<file path="src/rtl/ss_pkg.sv">
// Shared types and constants for the seven-segment scan scheduler.
package ss_pkg;

  typedef logic [2:0] slot_t;

  typedef struct packed {
    logic       valid;
    logic       dp;
    logic [3:0] digit;
  } entry_t;

  // Round-robin owner: which requester wins the next contended cycle.
  typedef enum logic {
    RR_A = 1'b0,
    RR_B = 1'b1
  } rr_t;

  localparam logic [7:0] SEG_BLANK = 8'h00;

  // Active-high segments: bit0 top ... bit6 middle, indexed by hex digit.
  localparam logic [6:0] SEG_LUT [16] = '{
    7'h3F, 7'h06, 7'h5B, 7'h4F, 7'h66, 7'h6D, 7'h7D, 7'h07,
    7'h7F, 7'h6F, 7'h77, 7'h7C, 7'h39, 7'h5E, 7'h79, 7'h71
  };

endpackage

</file>
<file path="src/rtl/ss_scan_scheduler_if.sv">
// Digit write request channel: valid/ready handshake carrying slot, digit and dp.
interface ss_scan_scheduler_if;
  import ss_pkg::*;

  logic       valid;
  slot_t      idx;
  logic [3:0] digit;
  logic       dp;
  logic       ready;

  modport master (output valid, idx, digit, dp, input ready);
  modport slave  (input valid, idx, digit, dp, output ready);

endinterface

</file>
<file path="src/rtl/hex_seg_decode.sv">
// Combinational hex digit to 7-segment pattern (no decimal point).
module hex_seg_decode
  import ss_pkg::*;
(
  input  logic [3:0] digit,
  output logic [6:0] seg
);

  assign seg = SEG_LUT[digit];

endmodule

</file>
<file path="src/rtl/ss_scan_scheduler.sv">
// Eight-slot digit buffer with two round-robin writers, scanned through one
// shared hex decoder into registered per-slot display patterns.
module ss_scan_scheduler
  import ss_pkg::*;
#(
  parameter int SCAN_DIV  = 1,
  parameter int NUM_SLOTS = 8
) (
  input  logic                  hz100,
  input  logic                  reset,
  ss_scan_scheduler_if.slave    a,
  ss_scan_scheduler_if.slave    b,
  input  logic                  clr,
  output logic [7:0]            ss0,
  output logic [7:0]            ss1,
  output logic [7:0]            ss2,
  output logic [7:0]            ss3,
  output logic [7:0]            ss4,
  output logic [7:0]            ss5,
  output logic [7:0]            ss6,
  output logic [7:0]            ss7,
  output slot_t                 scan_slot
);

  localparam int DIV_W = (SCAN_DIV > 1) ? $clog2(SCAN_DIV) : 1;

  rr_t                          rr_q;
  entry_t                       buf_q [NUM_SLOTS];
  logic [NUM_SLOTS-1:0][7:0]    ss_q;
  logic [DIV_W-1:0]             div_q;

  logic   grant_a, grant_b, contended, wr_en, tc;
  slot_t  wr_idx;
  entry_t wr_entry, dec_in;
  logic [6:0] seg;
  logic [7:0] pattern;

  // Arbitration: clr blocks both sides; a lone requester always wins;
  // contention goes to the pointer side.
  always_comb begin
    contended = a.valid && b.valid && !clr;
    grant_a   = !clr && a.valid && (!b.valid || rr_q == RR_A);
    grant_b   = !clr && b.valid && (!a.valid || rr_q == RR_B);
    a.ready   = grant_a;
    b.ready   = grant_b;
  end

  // Write mux: at most one side is granted, so a simple select suffices.
  always_comb begin
    wr_en    = grant_a || grant_b;
    wr_idx   = grant_a ? a.idx : b.idx;
    wr_entry = '{valid: 1'b1,
                 dp:    grant_a ? a.dp    : b.dp,
                 digit: grant_a ? a.digit : b.digit};
  end

  // Pointer flips only after a contended grant so idle cycles keep fairness state.
  always_ff @(posedge hz100 or posedge reset) begin
    if (reset)
      rr_q <= RR_A;
    else if (contended)
      rr_q <= (rr_q == RR_A) ? RR_B : RR_A;
  end

  // Digit buffer: clr wins over a write and only drops the valid flags.
  always_ff @(posedge hz100 or posedge reset) begin
    if (reset) begin
      for (int i = 0; i < NUM_SLOTS; i++) buf_q[i] <= '0;
    end else if (clr) begin
      for (int i = 0; i < NUM_SLOTS; i++) buf_q[i].valid <= 1'b0;
    end else if (wr_en) begin
      buf_q[wr_idx] <= wr_entry;
    end
  end

  assign tc = (div_q == DIV_W'(SCAN_DIV - 1));

  // Scan divider and slot pointer: dwell SCAN_DIV cycles per slot, wrap 7->0.
  always_ff @(posedge hz100 or posedge reset) begin
    if (reset) begin
      div_q     <= '0;
      scan_slot <= '0;
    end else if (tc) begin
      div_q     <= '0;
      scan_slot <= scan_slot + slot_t'(1);
    end else begin
      div_q     <= div_q + DIV_W'(1);
    end
  end

  // Decoder sees the registered entry, so a same-cycle write is not visible yet.
  assign dec_in = buf_q[scan_slot];

  hex_seg_decode u_dec (
    .digit (dec_in.digit),
    .seg   (seg)
  );

  assign pattern = dec_in.valid ? {dec_in.dp, seg} : SEG_BLANK;

  // Only the slot being scanned is refreshed, and only at its terminal count.
  always_ff @(posedge hz100 or posedge reset) begin
    if (reset)
      ss_q <= '0;
    else if (tc)
      ss_q[scan_slot] <= pattern;
  end

  assign ss0 = ss_q[0];
  assign ss1 = ss_q[1];
  assign ss2 = ss_q[2];
  assign ss3 = ss_q[3];
  assign ss4 = ss_q[4];
  assign ss5 = ss_q[5];
  assign ss6 = ss_q[6];
  assign ss7 = ss_q[7];

endmodule

</file>
<file path="src/flat_wrapper.sv">
// flat-port wrapper written by rule: the top's interface ports become plain ports
module ss_scan_scheduler_flat import ss_pkg::*;
#(
  parameter int SCAN_DIV  = 1,
  parameter int NUM_SLOTS = 8
)
  (hz100, reset, clr, ss0, ss1, ss2, ss3, ss4, ss5, ss6, ss7, scan_slot, a_valid, a_idx, a_digit, a_dp, a_ready, b_valid, b_idx, b_digit, b_dp, b_ready);
  ss_scan_scheduler_if a_i ();
  ss_scan_scheduler_if b_i ();
  input  logic hz100;
  input  logic reset;
  input  logic clr;
  output logic [7:0] ss0;
  output logic [7:0] ss1;
  output logic [7:0] ss2;
  output logic [7:0] ss3;
  output logic [7:0] ss4;
  output logic [7:0] ss5;
  output logic [7:0] ss6;
  output logic [7:0] ss7;
  output slot_t scan_slot;
  input wire logic [$bits(a_i.valid)-1:0] a_valid;
  input wire logic [$bits(a_i.idx)-1:0] a_idx;
  input wire logic [$bits(a_i.digit)-1:0] a_digit;
  input wire logic [$bits(a_i.dp)-1:0] a_dp;
  output wire logic [$bits(a_i.ready)-1:0] a_ready;
  input wire logic [$bits(b_i.valid)-1:0] b_valid;
  input wire logic [$bits(b_i.idx)-1:0] b_idx;
  input wire logic [$bits(b_i.digit)-1:0] b_digit;
  input wire logic [$bits(b_i.dp)-1:0] b_dp;
  output wire logic [$bits(b_i.ready)-1:0] b_ready;
  assign a_i.valid = a_valid;
  assign a_i.idx = a_idx;
  assign a_i.digit = a_digit;
  assign a_i.dp = a_dp;
  assign a_ready = a_i.ready;
  assign b_i.valid = b_valid;
  assign b_i.idx = b_idx;
  assign b_i.digit = b_digit;
  assign b_i.dp = b_dp;
  assign b_ready = b_i.ready;
  ss_scan_scheduler #(.SCAN_DIV(SCAN_DIV), .NUM_SLOTS(NUM_SLOTS)) u_core (.hz100(hz100), .reset(reset), .a(a_i), .b(b_i), .clr(clr), .ss0(ss0), .ss1(ss1), .ss2(ss2), .ss3(ss3), .ss4(ss4), .ss5(ss5), .ss6(ss6), .ss7(ss7), .scan_slot(scan_slot));
endmodule
</file>
<file path="config.mk">
export PLATFORM = sky130hd
export DESIGN_NAME = ss_scan_scheduler_flat
export DESIGN_NICKNAME = d
export VERILOG_FILES = /design/src/rtl/ss_pkg.sv /design/src/rtl/ss_scan_scheduler_if.sv /design/src/rtl/hex_seg_decode.sv /design/src/rtl/ss_scan_scheduler.sv /design/src/flat_wrapper.sv
export SDC_FILE = /design/constraint.sdc
export NUM_CORES = 1
export LEC_CHECK = 0
export ABC_AREA = 1
export CAP_MARGIN = 30
export CORE_MARGIN = 2
export CORE_UTILIZATION = 40
export CTS_CLUSTER_DIAMETER = 80
export DETAILED_ROUTE_END_ITERATION = 12
export PLACE_DENSITY = 0.67
export SLEW_MARGIN = 20
export SYNTH_ARGS = -nofsm -noshare
export SYNTH_HDL_FRONTEND = slang
export SYNTH_SLANG_ARGS = --single-unit
</file>
<file path="constraint.sdc">
create_clock -name hz100 -period 9.77 [get_ports hz100]
set_input_delay 1.954 -clock hz100 [delete_from_list [all_inputs] [get_ports hz100]]
set_output_delay 1.954 -clock hz100 [all_outputs]
set_load 0.005 [all_outputs]
</file>
# Word level (Yosys, flattened, before mapping)

Memories as Yosys holds them, arrays and structs flattened.
Index checks and enable logic that the tools add are counted.

Output and inout port bits: 69
Register bits after elaboration: 117
Bits in read-only memories: 112
Memories kept: 1

$add $sub $neg: 2
Reductions and logical operators: 16
Magnitude comparators: 6
Bitwise logic cells: 5
Multiplexer cells: 26

Memory list:

| memory           | depth | bits a word | read ports | clocked after Yosys merged registers in | wr ports | line                | text |
|---|---|---|---|---|---|---|---|
| (name not given) | 16    | 7           | 1          | 0                                       | 0        | hex_seg_decode.sv:9 | `assign seg = SEG_LUT[digit];` |

Operators by type and width:

| cell                | count |
|---|---|
| $bwmux 64           | 1 |
| $bwmux 48           | 1 |
| $mux 48             | 1 |
| $demux 8 s3         | 1 |
| $bmux 6 s3          | 1 |
| $demux 6 s3         | 1 |
| $mux 6              | 3 |
| $mux 8              | 2 |
| $mux 7              | 2 |
| $mux 1              | 11 |
| $ge 4x4->1 const B  | 2 |
| $logic_and 1x1->1   | 8 |
| $not 3->4           | 2 |
| $ge 5x5->1 const B  | 1 |
| $not 4->5           | 1 |
| $lt 3x4->1 const B  | 1 |
| $lt 4x1->1 const B  | 1 |
| $mux 4              | 1 |
| $add 3x1->3 const B | 1 |
| $ge 3x1->1 const B  | 1 |
| $logic_not 1->1     | 3 |
| $logic_or 1x1->1    | 3 |
| $mux 3              | 1 |
| $not 1->1           | 2 |
| other kinds (3)     | 3 |

# Depth between registers and ports, before layout

Depth after elaboration: 12
Depth in mapped cells: 16
Depth with buffers taken out: 15

# Hierarchy

A second synthesis with hierarchy kept.

Cells, all modules: 694
Area total of the unflattened synthesis: 5,562.8 um^2

Modules (own cells, without submodules):

| module            | cells each | seq. area each (um^2) | times used | area an instance (um^2) |
|---|---|---|---|---|
| ss_scan_scheduler | 640        | 2,902.8               | 1          | 5,277.6 |
| hex_seg_decode    | 54         | 0.0                   | 1          | 285.3 |

# Worst setup path before layout

No wires, ideal clock.

Kind: input to output
From: input clr
To: output a_ready
Slack: 5,502 ps
Arrival: 2,314 ps
Data required time: 7,816 ps
Stages on the path: 3
Cell sequence: inv_2 > nand3_4 > inv_4

Cells in the longest elaborated chain, start to end: 3

RTL lines:

| element                         | line                    | text |
|---|---|---|
| start: declaration              | flat_wrapper.sv:12      | `input logic clr;` |
| $logic_not 1->1                 | ss_scan_scheduler.sv:42 | `grant_a = !clr && a.valid && (!b.valid \|\| rr_q == RR_A);` |
| $logic_and 1x1->1 (2 in series) | ss_scan_scheduler.sv:42 |  |
| end: declaration                | flat_wrapper.sv:26      | `output wire logic [$bits(a_i.ready)-1:0] a_ready;` |

No other way between the ends.

# Worst setup path in the final report

From: input clr
To: output b_ready

Cells in the longest elaborated chain, start to end: 3

RTL lines:

| element                         | line                    | text |
|---|---|---|
| $logic_not 1->1                 | ss_scan_scheduler.sv:43 | `grant_b = !clr && b.valid && (!a.valid \|\| rr_q == RR_B);` |
| $logic_and 1x1->1 (2 in series) | ss_scan_scheduler.sv:43 |  |
| end: declaration                | flat_wrapper.sv:31      | `output wire logic [$bits(b_i.ready)-1:0] b_ready;` |

No other way between the ends.

==> results by group <==
Route
  • DRC: 0
  • WL final: roughly 14,000 um
  • Routed Antenna Nets: 0
  • Max layer used: met4
  • WL per Instance: 15.3 um
  • WL met1: 6210 um
  • Met2 WL post-DR: 6410 um
  • DR pass1 iterations: 5
  • Via density per instance: ~5.2
  • Met3 wire len: approximately 990 um
  • DRT iter0 DRCs: approximately 400
  • Via count: between 4,000 and 5,000

Synthesis
  • Post-Synth Adder-Cell Area: 0.0186
  • EDFF count, synth: 0
  • Post-Syn Instances: about 630
  • Seq/Total Area, Yosys: 0.539
  • Synth Area in XOR/XNOR: 0.00325
  • Compound-gate portion of the synthesized area: 0.0783
  • Syn Area/Cell: between 8 and 9 um^2
  • Largest family of logic cells by synthesized area: simple AND/OR/NAND/NOR gates
  • Synth Net Count: about 660
  • Async SR Flop Fraction: 1.00
  • Synth cell types: 30
  • Simple-gate portion of the synthesized area: 0.302
  • #FFs+latches synth: around 120
  • Multiplexer share of the synthesized area: 0.00930
  • Top FF cell, synth: dfrtp_1
  • Synthesized area: approximately 0.0054 mm^2
  • Synth warn: 0

Timing
  • Clk_skew: between 0.005 and 0.006 ns
  • Max Fclk: ~0.18 GHz
  • Final Hold Viols: 0
  • Setup TNS: 0 ns
  • Setup violators final: 0
  • Fin. max-slew vios: 0
  • RSZ-0062 raised after global routing: false
  • Max_slew headroom: 0.396
  • Period utilization: 0.556
  • Worst slew pin tran: a little under 0.9 ns
  • Minimum clock period: 5.43 ns
  • Final setup margin: 4.34 ns

Setup path
  • Worst setup EP type: primary output
  • Worst Setup Start Kind: primary input
  • WP data arrival: 3.47 ns
  • Critical path type: primary input to primary output
  • Critical R2R Capture: u_core.ss0[1]$_DFFE_PP0P_
  • Required time of the critical path: around 7.8 ns
  • Reg2reg setup slack: between 6 and 7 ns
  • Cells on worst reg2reg path: 15
  • FF-to-FF Start: u_core.scan_slot[0]$_DFF_PP0_
  • CP max FO: 7

Min path
  • Hold Crit Endpoint: u_core.ss6[5]$_DFFE_PP0P_
  • Tightest Hold Check Type: register to register
  • Hold Path Stages: 2
  • Hold Startpoint: u_core.ss6[5]$_DFFE_PP0P_

Cells and area
  • Layout cells sized above 1: 0.112
  • Final instance area: ~0.0070 mm^2
  • Nets: 755
  • Area growth syn-to-layout: 30.1%
  • Ant diodes: 0
  • Post-Layout Cell Count: approximately 900

Pwr
  • Lkg Pwr: between 3 and 4 nW
  • Register share of total power: 0.383
  • Switch share: 0.329
  • Clock power frac: 0.348
  • Power Internal: 1.17 mW
  • PD cells: between 200 and 250 mW/mm^2
  • Psw: about 580 uW
  • Power Total: roughly 1.7 mW
  • Peak VDD IR: ~0.00014 V
  • Comb power frac: 0.268

Die
  • Ports: 90
  • Number of core rows: 42
  • Initial core utilization: 0.408
  • Die height: 120 um
  • Die area: ~0.014 mm^2
  • CORE AREA: 0.0132 mm^2
  • Die W: between 100 and 150 um

Clock tree
  • Clk buf depth: 2
  • Reg clk slew, reported paths: roughly 0.050 ns
  • Clock Latency Late Sink: approximately 0.42 ns
  • CTS tree: built
  • Hold-fix buffers at CTS: 0
  • Root Driver: clkbuf_16
  • Post-CTS setup buffers: 0
  • Htree depth: 4
  • CTS Buf Count: 17
  • CTS resizes: 0
  • Clock sink count: roughly 120

Global route
  • Vias in the first global route: ~4,600
  • GRT overflow: 0
  • Pin count of the biggest net entering global routing: 72
  • First-pass GRT wire length: about 23,000 um
  • Total track usage: 0.207
  • Initial antenna violation count: 0

Placed design
  • Dpl ws: ~4.4 ns
  • Dpl cell area: between 0.006 and 0.007 mm^2
  • I/O Buffers: approximately 90
  • Post-DP HPWL: about 9500 um
  • Inst Count DP: 882
  • GPL Wtd Cong: 0.852

Job
  • Maximum Capacitance Violations: 0

Status
  • Outcome: completed
[worst max-delay path, cell delays in order]
cell and delay [ns]:
clkdlybuf4s50_1 0.48, inv_2 0.16, nand2_1 0.06, a21oi_1 0.24, clkdlybuf4s50_1 0.57
[sequential cells by signal, summed over array words and instances, names as in the netlist]
register and cells:
u_core.ss2 8, u_core.ss7 8, u_core.ss1 8, u_core.ss3 8, u_core.ss4 8, u_core.buf_q 48
u_core.ss5 8, u_core.ss0 8, u_core.ss6 8, u_core.rr_q 1, u_core.scan_slot 3
[metal layers]
layer / up-vias / track usage
met1: 2262 / 0.277
met4: 0 / 0.110
met3: 31 / 0.0547
li1: 2242 / -
met2: 198 / 0.310
met5: - / 0
[cell usage after synthesis (2+ instances only)]
library cell  instances  area [um^2]
nand2_1             253          950
dfrtp_1             116         2900
o21ai_1              54          270
nand3_1              39          195
inv_1                26         97.6
nand4_1              25          156
nor2_1               20         75.1
inv_2                11         41.3
nand2_2              11         68.8
o21ai_0              11         55.1
buf_2                10         50.1
ha_1                  8          100
nor2_2                7         43.8
buf_6                 5         56.3
mux2i_1               5         50.1
nor2_4                4         45.0
a21oi_1               3         15.0
o211ai_1              3         22.5
o21ai_2               3         26.3
or2_2                 3         18.8
buf_4                 2         15.0
nand2_4               2         22.5
nand3_2               2         20.0
or2_1                 2         12.5
xor2_1                2         17.5
[cells in the final DEF (no fill, tap or decap), drive strengths merged, types with 6 or more instances in the layout]
| master | synthesis | routed |
|---|---|---|
| clkinv | 0 | 6 |
| nand2 | 266 | 266 |
| nand3 | 42 | 42 |
| nand4 | 25 | 25 |
| nor2 | 31 | 31 |
| clkdlybuf4s50 | 0 | 89 |
| inv | 38 | 39 |
| o21ai | 68 | 68 |
| ha | 8 | 8 |
| clkbuf | 0 | 19 |
| dfrtp | 116 | 116 |
[layout make-up]
type / count / area (um^2)
Tap cell: 176 / 220
Timing Repair Buffer: 92 / 933
Multi-Input combinational cell: 461 / 2210
Sequential cell: 116 / 2900
Clock inverter: 13 / 133
Clock buffer: 19 / 453
Inverter: 38 / 148
Fill cell: 1220 / 6190
[cell families after synthesis]
| group | count (synthesis) |
|---|---|
| fa+ha+maj | 8 |
| compound gates | 77 |
| simple gates | 369 |
| xor+xnor | 2 |
| flops | 116 |
| mux | 5 |
| buf+inv | 55 |
[power by group through the flow]
stage | Sequential [mW] | Clock [mW] | Combinational, mW
after floorplan | 0.663 | 0 | 0.294
after global placement | 0.671 | 0 | 0.453
after detailed placement | 0.677 | 0 | 0.466
after CTS | 0.669 | 0.615 | 0.469
after global routing | 0.685 | 0.639 | 0.521
final | 0.670 | 0.609 | 0.469
[per-stage QoR]
stage	hold WS, ns	util
CTS	0.481	0.529
finish	0.483	0.531
global placement	0.464	0.485
global route	0.505	0.531
floorplan	0.449	-
detailed placement	0.466	0.485
[worst max-delay path by stage]
stage | startpoint | end | slack [ns]
finish | clr | b_ready | 4.34
global route | clr | b_ready | 4.26
CTS | clr | b_ready | 4.36
detailed placement | clr | b_ready | 4.36
global placement | clr | b_ready | 4.35
floorplan | reset | u_core.buf_q[0]$_DFFE_PP0P_ | 4.74
Power figures use the tool's default switching activity.
